==> config.mk <==
export PLATFORM = sky130hd
export DESIGN_NAME = fetch_queue
export DESIGN_NICKNAME = d
export VERILOG_FILES = /design/src/rtl/fetch_queue.sv
export SDC_FILE = /design/constraint.sdc
export NUM_CORES = 1
export LEC_CHECK = 0
export CORE_MARGIN = 4
export CORE_UTILIZATION = 58
export CTS_CLUSTER_DIAMETER = 30
export DETAILED_ROUTE_END_ITERATION = 7
export GPL_ROUTABILITY_DRIVEN = 0
export PLACE_DENSITY = 0.87
export RECOVER_POWER = 100
export SKIP_CTS_REPAIR_TIMING = 1
export SYNTH_ARGS = -nofsm -noshare
export SYNTH_HDL_FRONTEND = slang
export SYNTH_SLANG_ARGS = --single-unit
export TNS_END_PERCENT = 10
==> constraint.sdc <==
create_clock -name clk -period 7.7 [get_ports clk]
set_clock_uncertainty 0.1 [all_clocks]
set_input_delay 1.925 -clock clk [delete_from_list [all_inputs] [get_ports clk]]
set_output_delay 1.925 -clock clk [all_outputs]
set_load 0.1 [all_outputs]
==> src/rtl/fetch_queue.sv <==
// Instruction-fetch stage: holds the PC, issues sequential reads to a
// 1-cycle-latency instruction memory and buffers the returned instructions
// (with their addresses) in a DEPTH-entry FIFO that decode drains with a
// valid/ready handshake. A redirect flushes everything and restarts fetch.
module fetch_queue #(
  parameter int              PC_W     = 13,
  parameter int              INSTR_W  = 16,
  parameter int              DEPTH    = 4,
  parameter logic [PC_W-1:0] RESET_PC = '0
) (
  input  logic               clk,
  input  logic               rst,
  input  logic               fetch_en,
  input  logic               redirect_valid,
  input  logic [PC_W-1:0]    redirect_pc,
  output logic               imem_req,
  output logic [PC_W-1:0]    imem_addr,
  input  logic [INSTR_W-1:0] imem_rdata,
  output logic               out_valid,
  input  logic               out_ready,
  output logic [INSTR_W-1:0] out_instr,
  output logic [PC_W-1:0]    out_pc,
  output logic [PC_W-1:0]    out_pc_plus1
);

  localparam int PTR_W = $clog2(DEPTH);
  localparam int CNT_W = PTR_W + 1;

  logic [PC_W-1:0]    pc_q, pc_d;
  logic [PC_W-1:0]    req_pc_q;
  logic               inflight_q;
  logic [CNT_W-1:0]   count_q, count_d;
  logic [PTR_W-1:0]   rd_ptr_q, wr_ptr_q;
  logic [PC_W-1:0]    pc_mem_q    [DEPTH];
  logic [INSTR_W-1:0] instr_mem_q [DEPTH];

  logic               pop;
  logic               push;
  logic               issue;
  logic [CNT_W-1:0]   occupancy;

  assign pop  = out_valid & out_ready;
  // A returning response is dropped when a redirect lands in the same cycle.
  assign push = inflight_q & ~redirect_valid;

  // Slots already claimed once this cycle's pop retires; a new request is
  // only allowed if its response is guaranteed a free slot next cycle.
  assign occupancy = count_q + CNT_W'(inflight_q) - CNT_W'(pop);
  assign issue     = fetch_en & ~redirect_valid & rst & (occupancy < CNT_W'(DEPTH));

  assign imem_req  = issue;
  assign imem_addr = pc_q;

  assign out_valid    = (count_q != '0);
  assign out_instr    = instr_mem_q[rd_ptr_q];
  assign out_pc       = pc_mem_q[rd_ptr_q];
  assign out_pc_plus1 = out_pc + PC_W'(1);

  // Next PC and FIFO occupancy; redirect overrides everything else.
  always_comb begin
    pc_d    = pc_q;
    count_d = count_q;
    if (redirect_valid) begin
      pc_d    = redirect_pc;
      count_d = '0;
    end else begin
      if (issue) pc_d = pc_q + PC_W'(1);
      case ({push, pop})
        2'b10:   count_d = count_q + CNT_W'(1);
        2'b01:   count_d = count_q - CNT_W'(1);
        default: count_d = count_q;
      endcase
    end
  end

  // Control state: PC, request tracking, FIFO pointers and count.
  always_ff @(posedge clk or negedge rst) begin
    if (!rst) begin
      pc_q       <= RESET_PC;
      req_pc_q   <= RESET_PC;
      inflight_q <= 1'b0;
      count_q    <= '0;
      rd_ptr_q   <= '0;
      wr_ptr_q   <= '0;
    end else begin
      pc_q       <= pc_d;
      count_q    <= count_d;
      inflight_q <= issue;
      if (issue) req_pc_q <= pc_q;
      if (redirect_valid) begin
        rd_ptr_q <= '0;
        wr_ptr_q <= '0;
      end else begin
        if (push) wr_ptr_q <= wr_ptr_q + PTR_W'(1);
        if (pop)  rd_ptr_q <= rd_ptr_q + PTR_W'(1);
      end
    end
  end

  // FIFO storage: data only, no reset needed since out_valid guards it.
  always_ff @(posedge clk) begin
    if (push) begin
      pc_mem_q[wr_ptr_q]    <= req_pc_q;
      instr_mem_q[wr_ptr_q] <= imem_rdata;
    end
  end

  // The issue throttle must never let a response arrive at a full FIFO.
  a_no_push_when_full : assert property (
    @(posedge clk) disable iff (!rst) push |-> (count_q != CNT_W'(DEPTH))
  );

endmodule
# Yosys cells after proc, flatten, opt, wreduce, memory -nomap -nowiden
# Memories as Yosys holds them, arrays and structs flattened.
# Cells that the tools add are included.
[word_totals] reg_bits=34 ramBits=116 input_bits=34 output_inout_bits=57 word_cells=40 mem_count=2
[memory_table] name="instr_mem_q" words=4 word_bits=16 read_ports=1 rd_ports_with_merged_regs=0 wr=1 line="35" source="logic [INSTR_W-1:0] instr_mem_q [DEPTH];"
[memory_table] name="pc_mem_q" words=4 word_bits=13 read_ports=1 rd_ports_with_merged_regs=0 wr=1 line="34" source="logic [PC_W-1:0] pc_mem_q [DEPTH];"
[classes] n_addsub=8 magnitude_cmp=1 n_eq_ne=2 n_mux=10 bitwise=6 n_reduce_logical=5
[ops] operator="13-bit by 1-bit adder with 13-bit output (second input constant)" count=2
[ops] operator="13-bit two-way mux" count=2
[ops] operator="2-bit two-way mux" count=4
[ops] operator="3-bit one-hot mux with 2 select lines" count=1
[ops] operator="2-bit nonzero test" count=3
[ops] operator="3-bit nonzero test" count=2
[ops] operator="1-bit AND" count=5
[ops] operator="2-bit by 1-bit adder with 2-bit output (second input constant)" count=2
[ops] operator="3-bit by 1-bit adder with 3-bit output" count=1
[ops] operator="3-bit by 1-bit adder with 3-bit output (second input constant)" count=1
[ops] operator="3-bit < comparator (second input constant)" count=1
[ops] operator="3-bit two-way mux" count=1
[ops] operator="3-bit by 1-bit subtractor with 3-bit output" count=1
[ops] operator="3-bit by 1-bit subtractor with 3-bit output (second input constant)" count=1
[ops] operator="2-bit by 1-bit equality test with 1-bit output (second input constant)" count=1
[ops] operator="2-bit equality test (second input constant)" count=1
[ops] operator="1-bit two-way mux" count=2
[ops] operator="1-bit NOT" count=1

# Longest topological paths before layout
[depth] word_depth=7 mapped_depth=13 depth_no_buf=11

# Worst setup path after synthesis
# Ideal clock, no wire load.
[synth_timing] path_type="flip-flop to output port" startpoint="register rd_ptr_q[0]" endpoint="output port out_pc_plus1[10]" arrival_time_ns=3.824 t_required_ns=5.675 path_slack_ns=1.851 path_stages_with_launch=10 path_buffers=2 path_cell_list="dfrtp_1 > buf_4 > buf_6 > mux4_2 > ha_1 > nand2_1 > o22ai_1 > nor2b_2 > nand4_1 > xnor2_1"
[synth_via] elab_chain_cells=2
[synth_lines] item="from (decl)" line="33" source="logic [PTR_W-1:0] rd_ptr_q, wr_ptr_q;"
[synth_lines] item="from (signal assigned)" line="95" source="if (pop) rd_ptr_q <= rd_ptr_q + PTR_W'(1);"
[synth_lines] item="memory 4 x 13 bit"
[synth_lines] item="named net out_pc[0]" line="22" source="output logic [PC_W-1:0] out_pc,"
[synth_lines] item="13-bit by 1-bit adder with 13-bit output" line="57" source="assign out_pc_plus1 = out_pc + PC_W'(1);"
[synth_lines] item="to (decl)" line="23" source="output logic [PC_W-1:0] out_pc_plus1"
# The timed path passes the listed nets, and every way through them passes these cells.

# Final worst setup path
[layout_timing] startpoint="input port out_ready" endpoint="output port imem_req"
[layout_via] elab_chain_cells=4
[layout_lines] item="from (decl)" line="20" source="input logic out_ready,"
[layout_lines] item="1-bit AND" line="42" source="assign pop = out_valid & out_ready;"
[layout_lines] item="3-bit by 1-bit subtractor with 3-bit output" line="48" source="assign occupancy = count_q + CNT_W'(inflight_q) - CNT_W'(pop);"
[layout_lines] item="3-bit < comparator" line="49" source="assign issue = fetch_en & ~redirect_valid & rst & (occupancy < CNT_W'(DEPTH));"
[layout_lines] item="1-bit AND" line="49"
[layout_lines] item="to (decl)" line="16" source="output logic imem_req,"
# Every way passes these cells.

==> results.sh <==
export IMPL_status="finished, violations left"
export IMPL_violations="max-capacitance violations, max-slew violations"
export IMPL_n_fill_cell=618
export IMPL_finalMaxSlewViolations=119
export IMPL_synth_nets=417
export IMPL_async_flop_share=0.2267
export IMPL_hold_class="reg -> reg"
export IMPL_power_density_nw_per_um2=404.8
export IMPL_syn_area_sq_um=6227
export IMPL_finalHoldViolCount=0
export IMPL_ys_top_cells_by_count="edfxtp_1, nand2_1, dfrtp_1"
export IMPL_avgSynthCellArea_sq_um=16.65
export IMPL_drt_iter0_markers=274
export IMPL_fin_cells=626
export IMPL_pin_count=91
export IMPL_synthCells=374
export IMPL_grt_total_usage=0.2179
export IMPL_tns_ns=0
export IMPL_arrival_ns=4.88
export IMPL_port_buffer_count=90
export IMPL_clock_root_buffer="clkbuf_8"
export IMPL_max_slew_margin=-0.1949
export IMPL_seq_area_frac_synth=0.6960
export IMPL_grt_pass1_vias=3867
export IMPL_worst_pin_slew_ns=1.792
export IMPL_routed_via_density=5.895
export IMPL_pre_cts_ws_ns=1.248
export IMPL_rows=37
export IMPL_clk_latency_ns=0.52
export IMPL_worst_slack_ns=0.7902
export IMPL_cts_tree="built"
export IMPL_ys_seq_elements=150
export IMPL_setup_viol=0
export IMPL_cts_buffers=17
export IMPL_drv_cap=4
export IMPL_initial_core_util=0.6005
export IMPL_critPathLaunchType="primary input"
export IMPL_dieArea_sq_um=12460
export IMPL_clock_path_buffers=2
export IMPL_grt_pass1_wl_microns=20640
export IMPL_worstHoldStart="req_pc_q[6]"
export IMPL_yosys_area_top_type_share=0.5594
export IMPL_yosysMostFrequentCell="edfxtp_1"
export IMPL_clk_pin_slew_ns=0.06
export IMPL_core_area_sq_um=10370
export IMPL_synth_edf_count=116
export IMPL_period_share=0.8974
export IMPL_grt_max_degree=35
export IMPL_synth_warnings=0
export IMPL_reg2reg_from="count_q[1]"
export IMPL_yosys_most_used_dff="edfxtp_1"
export IMPL_crit_start="out_ready"
export IMPL_postRouteAntennaNets=0
export IMPL_drive_above_1_share=0.1367
export IMPL_route_vias_total=3690
export IMPL_drcViolationCount=0
export IMPL_area_growth_pct=25.92
export IMPL_min_delay_path_depth=0
export IMPL_final_nets=520
export IMPL_antennaDiodeCount=0
export IMPL_h_tree_depth=4
export IMPL_wl_per_cell_microns=20.28
export IMPL_dp_hpwl_microns=7941
export IMPL_antenna_found_initial=0
export IMPL_min_period_ns=6.910
export IMPL_synthDistinctLibCells=45
export IMPL_crit_required_ns=5.68
export IMPL_p_leak_nw=2.789
export IMPL_synthTopCellsByArea="edfxtp_1, dfrtp_1, mux4_2"
export IMPL_crit_fanout=25
export IMPL_rsz0062_at_grt="false"
export IMPL_synth_area_leader_cell="edfxtp_1"
export IMPL_clock_sinks=150
export IMPL_place_inst=594
export IMPL_worstSetupPathType="in -> out"
export IMPL_wirelength_microns=12700
export IMPL_dr_pass1_iters=4
export IMPL_crit_path_end_kind="primary output"
export IMPL_dieHeight_microns=111.6
export IMPL_irDropWorstVdd_v=0.0003325
export IMPL_worstRegToRegCells=12
export IMPL_die_x_microns=111.6
export IMPL_grt_ovfl_total=0
export IMPL_max_freq_ghz=0.1447
-- kinds of logic (layout without fill, tap and decap cells) --
kind of cell / after synthesis / after routing / synth area share
DFF: 150 / 150 / 0.6960
and+or+nand+nor: 104 / 104 / 0.07796
muxes: 38 / 38 / 0.1198
AOI/OAI and AO/OA: 28 / 28 / 0.03918
buffers and inverters: 26 / 142 / 0.02110
xor gates and xnor gates: 19 / 19 / 0.02672
adders and majority gates: 9 / 9 / 0.01929
-- metal layers --
layer	up-vias	global-route usage	share of wire
li1	1640	-	-
met1	1830	0.2839	0.40
met2	186	0.3526	0.50
met3	34	0.05652	0.069
met4	0	0.09084	0.026
met5	-	0	0
-- registers in the layout, summed over array words and instances (netlist names) --
register / count
inflight_q: 1
count_q: 3
pc_mem_q: 52
wr_ptr_q: 2
imem_addr: 13
rd_ptr_q: 2
instr_mem_q: 64
req_pc_q: 13
-- where the power goes --
group	switching (W)	internal [W]	total [W]	leakage, nW
Sequential	0.0000907	0.000979	0.00107	1.48
Clock	0.000296	0.000517	0.000813	0.282
Combinational	0.000970	0.000322	0.00129	1.03
Total	0.00136	0.00182	0.00317	2.79
-- critical path, stage by stage --
cell	delay [ns]
dlygate4sd3_1	0.54
o31ai_1	0.19
inv_1	0.15
ha_1	0.21
inv_1	0.06
ha_1	0.22
and3b_1	0.20
o21a_2	0.22
o21ai_0	0.17
buf_4	0.29
inv_1	0.40
buf_12	0.31
-- placed cells by master (no fill, tap or decap), types with 6 or more instances in the layout --
master and count:
nor2_1 17, clkbuf_16 16, mux2i_1 7, nand3_1 9
mux4_2 29, dlygate4sd3_1 75, nand2_1 52, edfxtp_1 116
xnor2_1 13, inv_1 11, dfrtp_1 33, clkbuf_1 9
clkdlybuf4s50_1 14, ha_1 8, xor2_1 6
-- final timing paths --
kind                                       end  slack (ns)
worst max-delay path                  imem_req        0.79
worst min-delay path            pc_mem_q[2][6]        0.43
worst max register to register    imem_addr[6]        3.89
worst min register to register  pc_mem_q[2][6]        0.43
max in group asynchronous          rd_ptr_q[0]        3.96
min in group asynchronous         imem_addr[3]        2.37
-- layout make-up --
cell class / instances / area (sq um) / area share
sequential: 150 / 4335 / 0.5529
timing repair buffer: 99 / 955.9 / 0.1219
inverter: 11 / 41.29 / 0.005266
multi-input combinational: 198 / 1745 / 0.2226
tap: 136 / 170.2 / 0.02170
clock buffer: 23 / 466.7 / 0.05952
clock inverter: 9 / 126.4 / 0.01612
-- metrics by stage --
step	hold WS [ns]	power (W)	area, sq um	util
final	0.4327	0.003174	7841	0.7562
after global routing	0.4458	0.003296	7841	0.7562
after CTS	0.4282	0.003247	7880	0.7599
after detailed placement	0.4083	0.002425	7287	0.7027
after global placement	0.3904	0.002392	7287	0.7027
after floorplan	0.3758	0.002128	6227	-
Power figures use the tool's default switching activity.
